`src/rtl/dpram_bus_port.sv`:
```
// Bus responder for one port of the dual-port RAM: turns access/ack transactions into RAM cycles,
// covering the one-cycle registered read latency and doing byte-lane writes as read-modify-write.
module dpram_bus_port #(
    parameter int words = 8192,
    localparam int addr_bits = $clog2(words)
) (
    input  logic                 clk,
    input  logic                 reset,
    input  logic                 cs,
    input  logic                 data_m_access,
    output logic                 data_m_ack,
    input  logic                 data_m_wr_en,
    input  logic [addr_bits-1:0] data_m_addr,
    input  logic [1:0]           data_m_bytesel,
    input  logic [15:0]          data_m_data_in,
    output logic [15:0]          data_m_data_out,
    output logic [addr_bits-1:0] ram_addr,
    output logic                 ram_wr_en,
    output logic [15:0]          ram_wdata,
    input  logic [15:0]          ram_q
);

    // state  | meaning
    // IDLE   | waiting for cs && access; request captured on accept
    // RD     | captured address presented; RAM registers read data at end of cycle
    // WAIT   | ram_q valid; read completes or partial-write merge is built
    // WR     | RAM write (suppressed for bytesel 00); ack raised
    // ACK    | ack high for one cycle; access not sampled
    typedef enum logic [2:0] {S_IDLE, S_RD, S_WAIT, S_WR, S_ACK} state_t;

    state_t                 r_state;
    state_t                 w_state_next;
    logic                   w_accept;
    logic                   w_partial;

    logic [addr_bits-1:0]   r_addr;
    logic                   r_wr;
    logic [1:0]             r_bytesel;
    logic [15:0]            r_din;
    logic [15:0]            r_merge;
    logic                   r_ack;
    logic [15:0]            r_dout;

    assign w_partial = (data_m_bytesel == 2'b01) || (data_m_bytesel == 2'b10);

    always_ff @(posedge clk or posedge reset) begin
        if (reset) r_state <= S_IDLE;
        else       r_state <= w_state_next;
    end

    always_comb begin
        w_state_next = r_state;
        w_accept     = 1'b0;
        case (r_state)
            S_IDLE: begin
                if (cs && data_m_access) begin
                    w_accept = 1'b1;
                    if (!data_m_wr_en || w_partial) w_state_next = S_RD;
                    else                            w_state_next = S_WR;
                end
            end
            S_RD:    w_state_next = S_WAIT;
            S_WAIT:  w_state_next = r_wr ? S_WR : S_ACK;
            S_WR:    w_state_next = S_ACK;
            S_ACK:   w_state_next = S_IDLE;
            default: w_state_next = S_IDLE;
        endcase
    end

    always_ff @(posedge clk or posedge reset) begin
        if (reset) begin
            r_addr    <= '0;
            r_wr      <= 1'b0;
            r_bytesel <= 2'b00;
            r_din     <= 16'h0000;
            r_merge   <= 16'h0000;
            r_ack     <= 1'b0;
            r_dout    <= 16'h0000;
        end else begin
            r_ack <= 1'b0;
            if (w_accept) begin
                r_addr    <= data_m_addr;
                r_wr      <= data_m_wr_en;
                r_bytesel <= data_m_bytesel;
                r_din     <= data_m_data_in;
            end
            if (r_state == S_WAIT) begin
                if (!r_wr) begin
                    r_dout <= ram_q;
                    r_ack  <= 1'b1;
                end else begin
                    // unselected lanes keep the current RAM contents
                    r_merge[15:8] <= r_bytesel[1] ? r_din[15:8] : ram_q[15:8];
                    r_merge[7:0]  <= r_bytesel[0] ? r_din[7:0]  : ram_q[7:0];
                end
            end
            if (r_state == S_WR) r_ack <= 1'b1;
        end
    end

    // write enable decodes straight from state so reset kills it immediately
    assign ram_wr_en       = (r_state == S_WR) && (r_bytesel != 2'b00);
    assign ram_wdata       = (r_bytesel == 2'b11) ? r_din : r_merge;
    assign ram_addr        = r_addr;
    assign data_m_ack      = r_ack;
    assign data_m_data_out = r_dout;

endmodule

```
`config.mk`:
```
export PLATFORM = sky130hd
export DESIGN_NAME = dpram_bus_port
export DESIGN_NICKNAME = d
export VERILOG_FILES = /design/src/rtl/dpram_bus_port.sv
export SDC_FILE = /design/constraint.sdc
export NUM_CORES = 1
export LEC_CHECK = 0
export ABC_AREA = 1
export CAP_MARGIN = 20
export CORE_MARGIN = 2
export CORE_UTILIZATION = 47
export DETAILED_ROUTE_END_ITERATION = 16
export PLACE_DENSITY = 0.79
export SLEW_MARGIN = 30
export SYNTH_ARGS = -nofsm -noshare
export SYNTH_HDL_FRONTEND = slang
export SYNTH_SLANG_ARGS = --single-unit
```
`constraint.sdc`:
```
create_clock -name clk -period 2.92 [get_ports clk]
set_input_delay 0.584 -clock clk [delete_from_list [all_inputs] [get_ports clk]]
set_output_delay 0.584 -clock clk [all_outputs]
set_load 0.03 [all_outputs]
```
==> results by stage, run 1 <==
Outcome:
- The flow ran to the end, and the final reports show no timing, DRC or antenna violations.

Timing:
- The total negative setup slack is 0 ns.
- The number of hold violations in the final report is 0.
- The final worst-path cycle share is 92.05%.
- For this run, the top clock speed supported by timing is 372.0 MHz.
- The minimum clock period is 2.688 ns.
- Setup repair after global routing left no endpoint under its margin.
- Setup violations remaining at the end of the flow were counted as 0.
- The worst slew margin relative to its limit is 66.12%.
- The clock arrives with 0.009207 ns of skew.
- The smallest hold slack is 0.4676 ns.
- The worst-margin pin slew is 0.5051 ns.
- The number of slew-limit violations in the final report was 0.

Logic synthesis:
- The area share of the largest cell type after synthesis is 52.49%.
- The post-synthesis area per instance is 8.786 µm².
- Of the synthesized area, sequential elements account for 52.49%.
- When the netlist entered floorplanning its net count stood at 421.
- The synthesized netlist occupies a cell area of 0.003242 mm².
- The most frequent cell after synthesis is sky130_fd_sc_hd__nand2_1.
- Synthesis produced 369 cells.
- By area the synthesized netlist is led by sky130_fd_sc_hd__dfrtp_1 (52%), sky130_fd_sc_hd__nand2_1 (14%), sky130_fd_sc_hd__o21ai_2 (10%).
- sky130_fd_sc_hd__dfrtp_1 takes more of the synthesized area than any other cell.
- The count of warnings emitted by yosys is 0.
- Counting flops with an async set or reset pin after synthesis yields a share of 100.0%.
- The count of distinct cell types in the synthesized netlist is 20.
- Counting flops with a built-in enable in the synthesized netlist gives 0.
- The commonest cells after synthesis are sky130_fd_sc_hd__nand2_1 (120), sky130_fd_sc_hd__dfrtp_1 (68), sky130_fd_sc_hd__inv_1 (50).
- The post-synthesis sequential element count is 68.
- The most common flop cell mapped by yosys is sky130_fd_sc_hd__dfrtp_1.

Global routing:
- The first global-routing pass estimated 12.00 mm of wire.
- Entering global routing, the biggest net connects 38 pins.
- Global routing used 20.27% of the available tracks across all layers.
- The number of antenna violations at the first check in global routing is 0.
- The via count of the first global-routing pass is 2556.
- Global routing finished with a remaining overflow of 0.

Drt:
- The number of detailed-routing iterations run before antenna repair is 4.
- In the routed design, unresolved DRC markers number 0.
- The mean routed wirelength per cell is 12.98 µm.
- The first-iteration detailed-routing DRC count is 197.
- Dividing the detail-routed via count by the number of cells gives 4.909.
- The aggregate routed wire length is 7.141 mm.
- Once detail routing completed, the nets flagged for antenna violations numbered 0.
- The total vias in the final route is 2700.

Pwr:
- Summed over all cells, the static leakage comes to 0.002211 µW.
- In this run the power density over the cells is 1177 mW/mm².
- The worst-case IR drop observed on VDD is 502.6 µV.
- The completed layout was analyzed and its total power is 5202 µW.

Final layout:
- The number of antenna diodes in the final layout is 0.
- Once layout is complete, the cells apart from fillers number 550.
- The area growth from synthesis to layout is 36.36%.
- Fill cells in the final layout number 574.
- The layout cell share with drive strength beyond 1 is 15.74%.
- The net total in the final layout is 517.
- For this run, the share of the core covered by cells in the final layout is 65.79%.

Worst hold path:
- For hold timing, the worst endpoint is data_m_data_out[4].
- In this run the most critical hold path is launched from data_m_data_out[4].
- The classification of the worst-slack hold path is reg -> reg.
- Along the worst hold path, the cell count comes to 2.

Floorplanning:
- Once the floorplan was initialized, standard cells occupied 48.25% of the core.
- The floorplan step defined a core boundary enclosing 0.006719 mm².
- During I/O placement, the number of pins put on the boundary was 99.
- The horizontal extent of the die is 87.05 µm.
- The height of the die is 87.05 µm.
- The area enclosed by the die boundary is 0.007578 mm².
- The count of standard-cell rows is 30.

Clock tree:
- In this run the clock root is driven by a sky130_fd_sc_hd__clkbuf_8.
- The maximum clock path buffer count is 2.
- After clock tree synthesis, the flow added hold-fix buffers numbering 0.
- The clock-pin slew on the worst setup and hold paths is 0.07 ns.
- Post-CTS timing repair inserted 0 buffers for setup.
- After clock tree synthesis, the repair step resized 0 gates.
- The CTS H-tree depth is 3.
- At the later pin of the worst-skew pair, clock insertion delay measures 0.33 ns.
- TritonCTS built the clock tree.
- The clock sink count is 68.
- The total CTS buffers is 9.

Setup path:
- STA puts the critical path data arrival time at 2.10 ns.
- The critical register-to-register path endpoint is r_merge[12].
- Counting cells, the worst reg-to-reg path comes to 6.
- STA classifies the critical path endpoint as an output pin.
- The setup check on the worst reg-to-reg path leaves a slack of 1.39 ns.
- The critical path is of the reg -> out type.
- The startpoint identified for the worst register-to-register timing path is r_state[0].
- For the worst setup path, the data required time is 2.34 ns.
- The highest fanout seen on the critical path is 21.
- STA classifies the critical path startpoint as a register.

Place:
- The final RePlAce weighted congestion is 0.9028.
- The detailed-placement wirelength estimate is 5.163 mm.
- The cell total after placement is 534.
- During placement, the flow inserted port buffers numbering 98.

Flow run:
- The tool flagged a number of max-cap violations equal to 0.
==> per-layer routing <==
| layer | track usage (%) | up-vias | routed length (µm) |
|---|---|---|---|
| met2 | 30.60 | 73 | 3465 |
| met5 | 0 | - | 0 |
| met3 | 4.645 | 10 | 434 |
| met4 | 9.091 | 0 | 143 |
| met1 | 27.93 | 1278 | 3098 |
| li1 | - | 1339 | - |
==> metrics by stage <==
step	cell area [µm²]	setup slack, ns
6_report	4420	0.2321
2_1_floorplan	3242	0.6245
4_1_cts	4420	0.2324
3_5_place_dp	4218	0.6178
5_1_grt	4420	0.1030
3_3_place_gp	4218	0.6597
==> where the power goes <==
part	internal, µW	leakage [µW]	switching (µW)
combinational	1080	0.00127	1690
clock	439	0.000102	347
sequential	1390	0.000841	252
total	2910	0.00221	2290
==> critical path, cell delays in order, from the launching register on <==
cell	delay [ns]
sky130_fd_sc_hd__dfrtp_1	0.38
sky130_fd_sc_hd__nand2_1	0.25
sky130_fd_sc_hd__buf_4	0.28
sky130_fd_sc_hd__nand2_1	0.07
sky130_fd_sc_hd__o21ai_0	0.08
sky130_fd_sc_hd__clkdlybuf4s50_1	0.70
==> logic make-up after synthesis <==
logic type	after synthesis	synth area share [%]
and+or+nand+nor	148	19.53
AOI/OAI and AO/OA	78	16.33
buffers and inverters	73	11.00
DFF	68	52.49
muxes	2	0.6561
==> how the worst max path moves through the flow <==
stage	from	to	slack, ns	cells after the start
after detailed placement	r_bytesel[0]	ram_wdata[5]	0.62	5
final	r_bytesel[0]	ram_wdata[1]	0.23	5
after global placement	r_bytesel[0]	ram_wdata[1]	0.66	5
after floorplan	reset	data_m_ack	0.62	1
after global routing	r_bytesel[0]	ram_wdata[5]	0.10	5
after CTS	r_bytesel[0]	ram_wdata[2]	0.23	5
==> sequential cells by signal (all words and copies together) (netlist names) <==
name and cells:
data_m_data_out 16, data_m_ack 1, r_wr 1, ram_addr 13, r_merge 16, r_state 3, r_din 16, r_bytesel 2
==> cells in the final DEF (no fill, tap or decap), drive strengths merged <==
master / n
clkinv: 3
clkbuf: 12
clkinvlp: 1
nand2: 123
o21ai: 78
inv: 52
clkdlybuf4s50: 93
buf: 12
nand3: 21
bufinv: 1
dfrtp: 68
mux2i: 1
mux2: 1
nor2: 4
==> area by class of cell <==
| type | count | area, µm² | area share, % |
|---|---|---|---|
| sequential | 68 | 1702 | 38.49 |
| multi-input combinational | 228 | 1184 | 26.78 |
| timing repair buffer | 105 | 1033 | 23.38 |
| inverter | 53 | 198.9 | 4.500 |
| clock buffer | 12 | 155.1 | 3.510 |
| tap | 80 | 100.1 | 2.264 |
| clock inverter | 4 | 47.55 | 1.076 |
(Power assumes the default switching activity.)
==> run 2: changes to the inputs <==
- SLEW_MARGIN: 30 -> default
==> results of run 2 <==
The final DEF is identical to that of run 1; final timing and power are the same.
==> run 3: changes to the inputs <==
- GPL_TIMING_DRIVEN: default -> 0
==> results by stage, run 3 (synthesis results as in run 1) <==
Drt:
- After detailed routing, the average wire length per cell comes to 13.53 µm.
- For this run, design rule violations remaining after detail routing come to 0.
- After detailed routing, the number of vias per cell comes to 4.968.
- The aggregate routed wire length is 7.605 mm.
- The first-iteration detailed-routing DRC count is 188.
- The routed layout has 2792 vias.
- The residual antenna-violating net count after detailed routing is 0.
- For this run, the detailed router's first-pass iteration total came to 4.

Timing:
- The minimum clock period is 2.823 ns.
- The number of slew-limit violations in the final report was 0.
- At the pin with the least slew margin, the transition time is 0.8168 ns.
- On the final layout, the worst hold slack is 0.4691 ns.
- The worst slew margin relative to its limit is 45.55%.
- The maximum clock frequency is 354.2 MHz.
- Between clock sinks in the finished design, the worst skew comes to 0.01114 ns.
- Setup repair after global routing left no endpoint under its margin.
- The worst path uses 96.68% of the clock period.
- The final worst slack is 0.09697 ns.
- The number of hold violations in the final report is 0.
- Setup violations remaining at the end of the flow were counted as 0.

Global routing:
- The sum of overflow across all layers after global routing is 0.
- The via count of the first global-routing pass is 2768.
- The number of antenna violations at the first check in global routing is 0.
- The first global-routing pass estimated 12.86 mm of wire.
- Entering global routing, the biggest net connects 69 pins.
- The total track usage is 21.61%.

Final layout:
- The count of cells in the finished layout, fillers not included, comes to 562.
- The area growth from synthesis to layout is 39.14%.
- The most common library cell in the layout ignoring fill and taps is sky130_fd_sc_hd__nand2_1.
- Counting the fill cells in the layout gives 548.
- In the final layout, the share of cells above drive strength 1 is 16.39%.
- The net count of the finished layout is 530.
- The core occupancy in the finished layout is 67.13%.
- Leaving out fill and tap cells, the most frequent cells in the layout are sky130_fd_sc_hd__nand2_1 (120), sky130_fd_sc_hd__clkdlybuf4s50_1 (96), sky130_fd_sc_hd__dfrtp_1 (68).
- The number of diodes added for antenna fixing is 0.

Setup path:
- The largest delay contributor family on the critical path is buffers and inverters.
- The buffers plus inverters on the worst setup path is 3.
- On the worst path, the slowest cell contributes a delay of 0.71 ns.
- The worst setup path is launched from a register.
- The data required time at the worst endpoint is 2.34 ns.
- Traced cell by cell, the critical path runs through buf_2, nand2_1, clkbuf_1, o21ai_0, clkdlybuf4s50_1.
- The slowest stage of the critical path is the sky130_fd_sc_hd__clkdlybuf4s50_1 cell.
- The startpoint-to-endpoint class of the critical path is reg -> out.
- The highest fanout seen on the critical path is 10.
- The critical path data arrival time is 2.24 ns.
- The kind of end point of the critical path is an output pin.

Pwr:
- Power spread over the standard cell area amounts to 1159 mW/mm².
- The sequential share of power is 31.3%.
- The share of total power consumed by net switching is 44.63%.
- In this run the power spent charging and discharging nets is 2333 µW.
- The total leakage power is 0.002268 µW.
- The sum of internal, switching and leakage power is 5227 µW.
- The internal portion of the total power is 2894 µW.
- VDD sags by at most 454.4 µV.
- The clock network fraction of design power is 13.2%.
- Per report_power, the combinational group accounts for 55.5% of the total.

Worst hold path:
- The classification of the worst-slack hold path is reg -> reg.

Clock tree:
- The maximum clock path buffer count is 2.
- After clock tree synthesis, the flow added hold-fix buffers numbering 0.
- The clock-pin slew on the worst setup and hold paths is 0.08 ns.
- The TritonCTS clock tree is built.
- The clock reaches the later pin of the worst-skew pair after 0.34 ns.
- The clock sink count is 68.
- CTS placed an instance of sky130_fd_sc_hd__clkbuf_8 at the clock tree root.
- The clock tree synthesis step divided the H-tree into 3 levels.
- Buffers inserted during clock tree synthesis total 9.
- After clock tree synthesis, the setup repair step added 0 buffers.

Floorplanning:
- The count of standard-cell rows is 30.
- The area enclosed by the die boundary is 0.007578 mm².
- Measured along the x axis, the die boundary spans 87.05 µm.
- For this configuration, the core starts out at a cell density of 48.25%.
- The core area is 0.006719 mm².
- In this run the vertical extent of the chip is 87.05 µm.
- The top-level I/O count is 99.

Place:
- The count of input and output buffers is 98.
- The HPWL after detailed placement is 5.548 mm.
- The post-placement worst setup slack is 0.3605 ns.
- The cell total after placement is 547.
- At the end of routability-driven placement, the weighted congestion stood at 0.8479.

Flow run:
- The tool flagged a number of max-cap violations equal to 0.

Outcome:
- The run finished with clean final reports.
## run 3: layer usage
| layer | vias to the layer above | global-route usage (%) | wire length [µm] |
|---|---|---|---|
| li1 | 1365 | - | - |
| met4 | 0 | 8.239 | 170 |
| met2 | 100 | 34.28 | 3646 |
| met3 | 16 | 4.171 | 456 |
| met1 | 1311 | 29.40 | 3331 |
| met5 | - | 0 | 0 |
## run 3: timing repair
action,CTS,global route
pin swaps,0,0
endpoints found under the setup margin,1,6
hold endpoints to repair,0,0
resized for setup,1,6
## run 3: metrics by stage
stage | setup TNS (ns) | area, µm²
2_1_floorplan | 0 | 3242
3_3_place_gp | -37.01 | 4323
3_5_place_dp | 0 | 4325
4_1_cts | 0 | 4503
5_1_grt | 0 | 4511
6_report | 0 | 4511
## run 3: worst paths after layout
check / start / end / slack (ns) / cells after the start
worst min register to register: data_m_data_out[12] / data_m_data_out[12] / 0.47 / 2
worst max-delay path: r_bytesel[0] / ram_wdata[6] / 0.1 / 5
min in group asynchronous: reset / ram_addr[8] / 0.76 / 2
max in group asynchronous: reset / r_din[9] / 1.62 / 2
worst max register to register: r_state[0] / r_din[1] / 1.58 / 8
worst min-delay path: data_m_data_out[12] / data_m_data_out[12] / 0.47 / 2
## run 3: final cells by class
cell class	count	area (µm²)	area share (%)
well taps	80	100.1	2.219
multi-input cells	228	1184	26.24
flip-flops and latches	68	1702	37.73
repair buffers	98	985.9	21.86
plain buffers	20	161.4	3.578
inverters	53	201.4	4.466
clock buffers	11	151.4	3.356
clock inverters	4	25.02	0.5548
## run 3: worst min-delay path, cell delays in order, from the launching register on
cell,delay [ns]
sky130_fd_sc_hd__dfrtp_1,0.35
sky130_fd_sc_hd__nand2_1,0.05
sky130_fd_sc_hd__nand2_1,0.04
## run 3: power groups by stage
| stage | combinational [µW] | sequential [µW] | clock, µW |
|---|---|---|---|
| floorplan | 1480 | 2010 | 0 |
| global placement | 2850 | 1630 | 0 |
| detailed placement | 2910 | 1650 | 0 |
| CTS | 2920 | 1640 | 700 |
| global route | 3150 | 1700 | 747 |
| finish | 2900 | 1640 | 689 |
